File: src/rtl/dino_score_pkg.sv
// Shared types and constants for the dino score counter.
// Latency: n/a (declarations only).
// Backpressure: n/a.
package dino_score_pkg;

    localparam int DIGITS_DEFAULT = 4;
    localparam logic [3:0] BCD_NINE = 4'd9;

    typedef enum logic [1:0] {
        ST_IDLE = 2'd0,
        ST_RUN  = 2'd1,
        ST_OVER = 2'd2
    } state_e;

    // Number of decimal digits below a power-of-ten milestone (100 -> 2).
    function automatic int log10_int(input int v);
        int n;
        int r;
        n = 0;
        r = v;
        for (int i = 0; i < 9; i++) begin
            if (r >= 10) begin
                r = r / 10;
                n++;
            end
        end
        return n;
    endfunction

endpackage

File: src/rtl/dino_score_counter_bcd_digit.sv
// One BCD decade: increments on inc, wraps 9 -> 0 and raises carry.
// Latency: digit updates one cycle after inc/clr; carry is combinational.
// Backpressure: none.
module bcd_digit
    import dino_score_pkg::*;
(
    input  logic       clk,
    input  logic       rst,
    input  logic       clr,
    input  logic       inc,
    output logic [3:0] digit,
    output logic       carry
);

    logic [3:0] digit_q;
    logic [3:0] digit_d;

    always_comb begin
        digit_d = digit_q;
        if (clr) begin
            digit_d = 4'd0;
        end else if (inc) begin
            digit_d = (digit_q == BCD_NINE) ? 4'd0 : digit_q + 4'd1;
        end
    end

    always_ff @(posedge clk or posedge rst) begin
        if (rst) begin
            digit_q <= 4'd0;
        end else begin
            digit_q <= digit_d;
        end
    end

    assign digit = digit_q;
    assign carry = inc & (digit_q == BCD_NINE);

endmodule

File: src/rtl/dino_score_counter.sv
// Score counter: counts score_tick rising edges as packed BCD during play; hi-score kept under DINO_SCORE_HISCORE_EN.
// Latency: score_bcd/score_upd/milestone change one cycle after the sampled edge.
// Backpressure: none; every qualifying edge is counted or dropped at saturation.
module dino_score_counter
    import dino_score_pkg::*;
#(
    parameter int DIGITS    = DIGITS_DEFAULT,
    parameter int MILESTONE = 100
) (
    input  logic                  clk,
    input  logic                  rst,
    input  logic                  gameon,
    input  logic                  score_tick,
    output logic [4*DIGITS-1:0]   score_bcd,
    output logic [4*DIGITS-1:0]   hi_bcd,
    output logic                  score_upd,
    output logic                  milestone,
    output logic                  saturated
);

    localparam int MS_DIGITS = log10_int(MILESTONE);

    state_e state_q;
    state_e state_d;
    logic   tick_q;
    logic   upd_q;
    logic   upd_d;
    logic   ms_q;
    logic   ms_d;
    logic   sat_q;
    logic   sat_d;
    logic   tick_rise;
    logic   cnt_en;
    logic   clr;
    logic   all_nines;
    logic   carry_unused;
    logic [DIGITS-1:0] nine_v;
    wire  [DIGITS:0]   inc_v;

    assign tick_rise = score_tick & ~tick_q;
    assign inc_v[0]  = cnt_en;

    for (genvar k = 0; k < DIGITS; k++) begin : g_dig
        bcd_digit u_digit (
            .clk   (clk),
            .rst   (rst),
            .clr   (clr),
            .inc   (inc_v[k]),
            .digit (score_bcd[4*k +: 4]),
            .carry (inc_v[k+1])
        );
        assign nine_v[k] = (score_bcd[4*k +: 4] == BCD_NINE);
    end

    assign all_nines = &nine_v;
    // Carry out of the last decade below the milestone means the new value is a multiple of it.
    assign ms_d = inc_v[MS_DIGITS];
    // Top-decade carry never fires: counting is blocked at all-nines.
    assign carry_unused = inc_v[DIGITS];

    always_comb begin
        state_d = state_q;
        sat_d   = sat_q;
        clr     = 1'b0;
        cnt_en  = 1'b0;
        upd_d   = 1'b0;
        case (state_q)
            ST_IDLE, ST_OVER: begin
                if (gameon) begin
                    state_d = ST_RUN;
                    clr     = 1'b1;
                    sat_d   = 1'b0;
                end
            end
            ST_RUN: begin
                if (!gameon) begin
                    state_d = ST_OVER;
                end else if (tick_rise) begin
                    if (all_nines) begin
                        sat_d = 1'b1;
                    end else begin
                        cnt_en = 1'b1;
                        upd_d  = 1'b1;
                    end
                end
            end
            default: state_d = ST_IDLE;
        endcase
    end

    always_ff @(posedge clk or posedge rst) begin
        if (rst) begin
            state_q <= ST_IDLE;
            tick_q  <= 1'b0;
            upd_q   <= 1'b0;
            ms_q    <= 1'b0;
            sat_q   <= 1'b0;
        end else begin
            state_q <= state_d;
            tick_q  <= score_tick;
            upd_q   <= upd_d;
            ms_q    <= ms_d;
            sat_q   <= sat_d;
        end
    end

`ifdef DINO_SCORE_HISCORE_EN
    logic [4*DIGITS-1:0] hi_q;
    logic [4*DIGITS-1:0] hi_d;

    // Packed BCD orders the same as binary, so a plain compare suffices.
    always_comb begin
        hi_d = hi_q;
        if ((state_q == ST_RUN) && !gameon && (score_bcd > hi_q)) begin
            hi_d = score_bcd;
        end
    end

    always_ff @(posedge clk or posedge rst) begin
        if (rst) begin
            hi_q <= '0;
        end else begin
            hi_q <= hi_d;
        end
    end

    assign hi_bcd = hi_q;
`else
    assign hi_bcd = '0;
`endif

    assign score_upd = upd_q;
    assign milestone = ms_q;
    assign saturated = sat_q;

endmodule
File: config.mk
export PLATFORM = sky130hd
export DESIGN_NAME = dino_score_counter
export DESIGN_NICKNAME = d
export VERILOG_FILES = /design/src/rtl/dino_score_pkg.sv /design/src/rtl/dino_score_counter_bcd_digit.sv /design/src/rtl/dino_score_counter.sv
export SDC_FILE = /design/constraint.sdc
export NUM_CORES = 1
export LEC_CHECK = 0
export CAP_MARGIN = 30
export CELL_PAD_IN_SITES_DETAIL_PLACEMENT = 1
export CELL_PAD_IN_SITES_GLOBAL_PLACEMENT = 1
export CORE_MARGIN = 5
export CORE_UTILIZATION = 32
export DETAILED_ROUTE_END_ITERATION = 8
export GPL_ROUTABILITY_DRIVEN = 0
export PLACE_DENSITY_LB_ADDON = 0.08
export SYNTH_ARGS = -nofsm -noshare
export SYNTH_HDL_FRONTEND = slang
export SYNTH_HIERARCHICAL = 1
export SYNTH_SLANG_ARGS = --single-unit
File: constraint.sdc
create_clock -name clk -period 2.7 [get_ports clk]
set_clock_uncertainty 0.05 [all_clocks]
set_input_delay 0.405 -clock clk [delete_from_list [all_inputs] [get_ports clk]]
set_output_delay 0.405 -clock clk [all_outputs]
set_load 0.02 [all_outputs]
* After elaboration in Yosys (flattened, before gate mapping)
Index checks and enable logic that the tools add are counted.
** Word-level totals
- Register bits :: 22
- Logic and storage cells :: 65
** Operators by class
- $add $sub $neg :: 4
- Bitwise logic cells :: 5
- Equal/unequal tests :: 11
- Reductions and logical operators :: 10
- Mux-type cells :: 26
** Operators with widths (count)
- 2-to-1 mux 4 bit :: 12
- adder 4 x 1 -> 4 bit, second input constant :: 4
- equality test 4 bit, second input constant :: 4
- 2-to-1 mux 1 bit :: 10
- inequality test 2 bit, second input constant :: 5
- nonzero test 2 bit :: 5
- AND reduction 5 bit :: 1
- bitwise AND 1 bit :: 4
- 2-to-1 mux 2 bit :: 2
- one-hot mux 2 bit (2 select lines) :: 1
- AND reduction 4 bit :: 1
- equality test 2 x 1 -> 1 bit, second input constant :: 1
- equality test 2 bit, second input constant :: 1
- logical NOT 2 bit :: 1
- one-hot mux 1 bit (2 select lines) :: 1
- AND reduction 2 bit :: 1
- OR reduction 2 bit :: 1
- inverter 1 bit :: 1

* Logic depth before layout (Yosys ltp)
- Depth in word-level cells :: 11
- Depth in mapped cells :: 12
- Mapped depth without buffers :: 12

* Hierarchy
Netlist, hierarchy kept.
** Modules (own cells, without submodules)
- bcd_digit :: area each 244.0 sq um, cells an instance 27, sequential area each 100.1 sq um, instances 4
- dino_score_counter :: area each 405.4 sq um, cells an instance 39, sequential area each 150.1 sq um, instances 1

* Least setup slack after synthesis
OpenSTA, ideal clock, no wires.
- Kind :: register -> register
- From :: reg g_dig[0].u_digit.digit_q[2]
- To :: reg g_dig[3].u_digit.digit_q[2]
- Required time :: 2574 ps
- Arrival time :: 2867 ps
- Slack :: -293 ps
- Stages on the path, launching flop included :: 13
- Path buffers :: 0
- Setup time :: 76 ps
- Path through :: dfrtp_1 -> and4bb_2 -> nand4_1 -> nor4b_2 -> inv_1 -> nor2_1 -> inv_1 -> nor2_1 -> inv_1 -> nor2_1 -> nand2_2 -> a211o_1 -> a21oi_2
** Between the ends
- Longest elaborated chain between the ends :: 10
** Ends and longest elaborated chain
- start, declared :: RTL line dino_score_counter_bcd_digit.sv:15 : logic [3:0] digit_q;
- start signal, assigned :: RTL line dino_score_counter_bcd_digit.sv:31 : digit_q <= digit_d;
- equality test 4 bit :: RTL line dino_score_counter.sv:52 : assign nine_v[k] = (score_bcd[4*k +: 4] == BCD_NINE);
- AND reduction 4 bit :: RTL line dino_score_counter.sv:55 : assign all_nines = &nine_v;
- 2-to-1 mux 1 bit :: RTL line dino_score_counter.sv:79 : if (all_nines) begin
- 2-to-1 mux 1 bit :: RTL line dino_score_counter.sv:78 : end else if (tick_rise) begin
- 2-to-1 mux 1 bit :: RTL line dino_score_counter.sv:76 : if (!gameon) begin
- 2-to-1 mux 1 bit :: RTL line dino_score_counter.sv:67 : case (state_q)
- named net cnt_en :: RTL line dino_score_counter.sv:33 : logic cnt_en;
- bitwise AND 1 bit :: RTL line dino_score_counter_bcd_digit.sv:36 : assign carry = inc & (digit_q == BCD_NINE);
- named net inc_v[1] :: RTL line dino_score_counter.sv:38 : wire [DIGITS:0] inc_v;
- bitwise AND 1 bit :: RTL line dino_score_counter_bcd_digit.sv:36
- named net inc_v[2] :: RTL line dino_score_counter.sv:38
- bitwise AND 1 bit :: RTL line dino_score_counter_bcd_digit.sv:36
- named net inc_v[3] :: RTL line dino_score_counter.sv:38
- nonzero test 2 bit (no source line)
- end signal, assigned :: RTL line dino_score_counter_bcd_digit.sv:31
- end, declared :: RTL line dino_score_counter_bcd_digit.sv:15
The timed path passes the listed nets, and every way through them passes these cells.
A chain may end at the register's enable or synchronous reset.

* Worst setup path in the final report
Ends and elaborated chain as after synthesis.

==> out/metrics.yaml <==
crit_fanout: 7
ctsLongestPathBuffers: 2
ant_nets: 0
intPower_w: 0.000554
status: "finished, final reports clean"
holdCritPathClass: "in2async"
clock_latency_ns: 0.26
drtIter0Drc: 46
drive_gt1_frac: 0.207
coreArea_mm2: 0.00409
hold_viol: 0
setup_slack_ns: 0.190
worstSetupPathType: "reg2reg"
root_buffer: "clkbuf_8"
area_growth_pct: 35.0
grt_pass1_wl_um: 5950
critPathLaunchType: "register"
pwr-share-comb: 0.099
period_share: 0.930
row_count: 23
routedWlPerCell_um: 14.7
switching_share: 0.234
ctsResizeCount: 0
fmax_mhz: 398
setup_viol: 0
dieArea_mm2: 0.00572
postCtsHoldBufs: 0
antenna_found_initial: 0
powerDensity_mw_per_mm2: 389
dp_hpwl_um: 2870
clkTransAtPathRegs_ns: 0.08
whs_ns: 0.405
grt_remaining_overflow: 0
p_seq_frac: 0.473
maxCapViolCount: 0
cellLeakagePower_nw: 0.828
via_count: 1155
grt_max_degree: 17
first_pass_iters: 2
grt_usage: 0.139
crit_arrival_ns: 2.66
syn_inst: 146
r2r_cells: 12
worstPathRequired_ns: 2.85
fin_crit_ns: 2.51
crit_path_end_kind: "register"
avgSynthCellArea_um2: 9.44
drc: 0
fin_nets: 206
htree_num_levels: 1
die_h_um: 75.6
clkPwrFrac: 0.428
cts_sinks: 22
r2r_slack_ns: 0.19
dp_slack_ns: -0.155
finalSetupTns_ns: 0
drv_slew: 0
n_antenna_cell: 0
rsz0062_at_grt: "false"
fp.dieW_um: 75.6
syn_area_mm2: 0.00138
cts_buffers: 3
vdd_ir_drop_max_uv: 290
wl_um: 3570
port-buffer-count: 22
viasPerCell: 4.75
ios: 39
timing.rr.start: "g_dig[0].u_digit/digit[2]"
initial_core_util: 0.337
postCtsSetupRepairBufs: 0
grt_pass1_vias: 1198
fill_cells: 478
cts_tree: "built"
r2r_end: "g_dig[3].u_digit/digit[2]"
p_switching_w: 0.000169
ys_warn_count: 6
==> registers in the layout, indices dropped and copies added, names as in the netlist <==
register and flops:
score_upd 1, milestone 1, g_dig.u_digit/digit 16, tick_q 1
saturated 1, state_q 2
==> power groups by stage <==
stage / Combinational [W] / Clock, W / Sequential [W]
global placement: 0.0000695 / 0 / 0.000348
global route: 0.0000798 / 0.000331 / 0.000343
detailed placement: 0.0000722 / 0 / 0.000348
finish: 0.0000717 / 0.000310 / 0.000342
CTS: 0.0000721 / 0.000322 / 0.000342
floorplan: 0.0000595 / 0 / 0.000351
==> worst max-delay path, cell delays in order (launching register included) <==
cell and delay [ns]:
dfrtp_1 0.45, and4bb_2 0.27, nand4_1 0.12, nor4b_4 0.25
inv_1 0.11, nor2_2 0.13, inv_1 0.10, nor2_4 0.19
inv_1 0.11, nor2_4 0.18, nand2_2 0.07, a211o_1 0.29
a21oi_2 0.12
==> cells in the final DEF (no fill, tap or decap), types with 5 or more instances in the layout <==
cell and instances:
dfrtp_1 22, buf_4 22, clkdlybuf4s50_1 22, nand2_1 17, conb_1 16, inv_1 14
a21oi_1 13, nand3b_1 12, ha_1 8, o21ai_0 5
==> stage by stage <==
stage	utilization	power, W	area, um2	instances
after global placement	0.435	0.000418	1780	239
after floorplan	-	0.000411	1450	161
after CTS	0.453	0.000736	1850	243
after global routing	0.455	0.000754	1860	243
final	0.455	0.000724	1860	243
after detailed placement	0.435	0.000421	1780	239
==> how the worst max path moves through the flow <==
| stage | start | endpoint | slack, ns | depth (start not counted) |
|---|---|---|---|---|
| finish | g_dig[0].u_digit/digit[2] | g_dig[3].u_digit/digit[2] | 0.19 | 12 |
| global route | g_dig[0].u_digit/digit[2] | g_dig[3].u_digit/digit[2] | 0.03 | 12 |
| CTS | g_dig[0].u_digit/digit[2] | g_dig[3].u_digit/digit[2] | 0.01 | 12 |
| detailed placement | score_tick | g_dig[3].u_digit/digit[2] | -0.15 | 12 |
| global placement | score_tick | g_dig[3].u_digit/digit[2] | -0.03 | 12 |
| floorplan | g_dig[0].u_digit/digit[2] | g_dig[3].u_digit/digit[2] | 0.03 | 12 |
==> per-layer routing <==
metal	vias up	GRT usage	wire length [um]
met2	30	0.235	1800
met3	6	0.0172	154
met4	0	0.0621	68
met5	-	0	0
met1	554	0.178	1540
li1	565	-	-
==> cell type report <==
class                           count  area, um2  area share
Tap cell                           50       62.6      0.0336
Inverter                           14       52.6      0.0283
Sequential cell                    22        551       0.296
Clock buffer                        3       41.3      0.0222
Multi-Input combinational cell    109        737       0.396
Clock inverter                      1       30.0      0.0162
Timing Repair Buffer               44        385       0.207
Power figures use the tool's default switching activity.
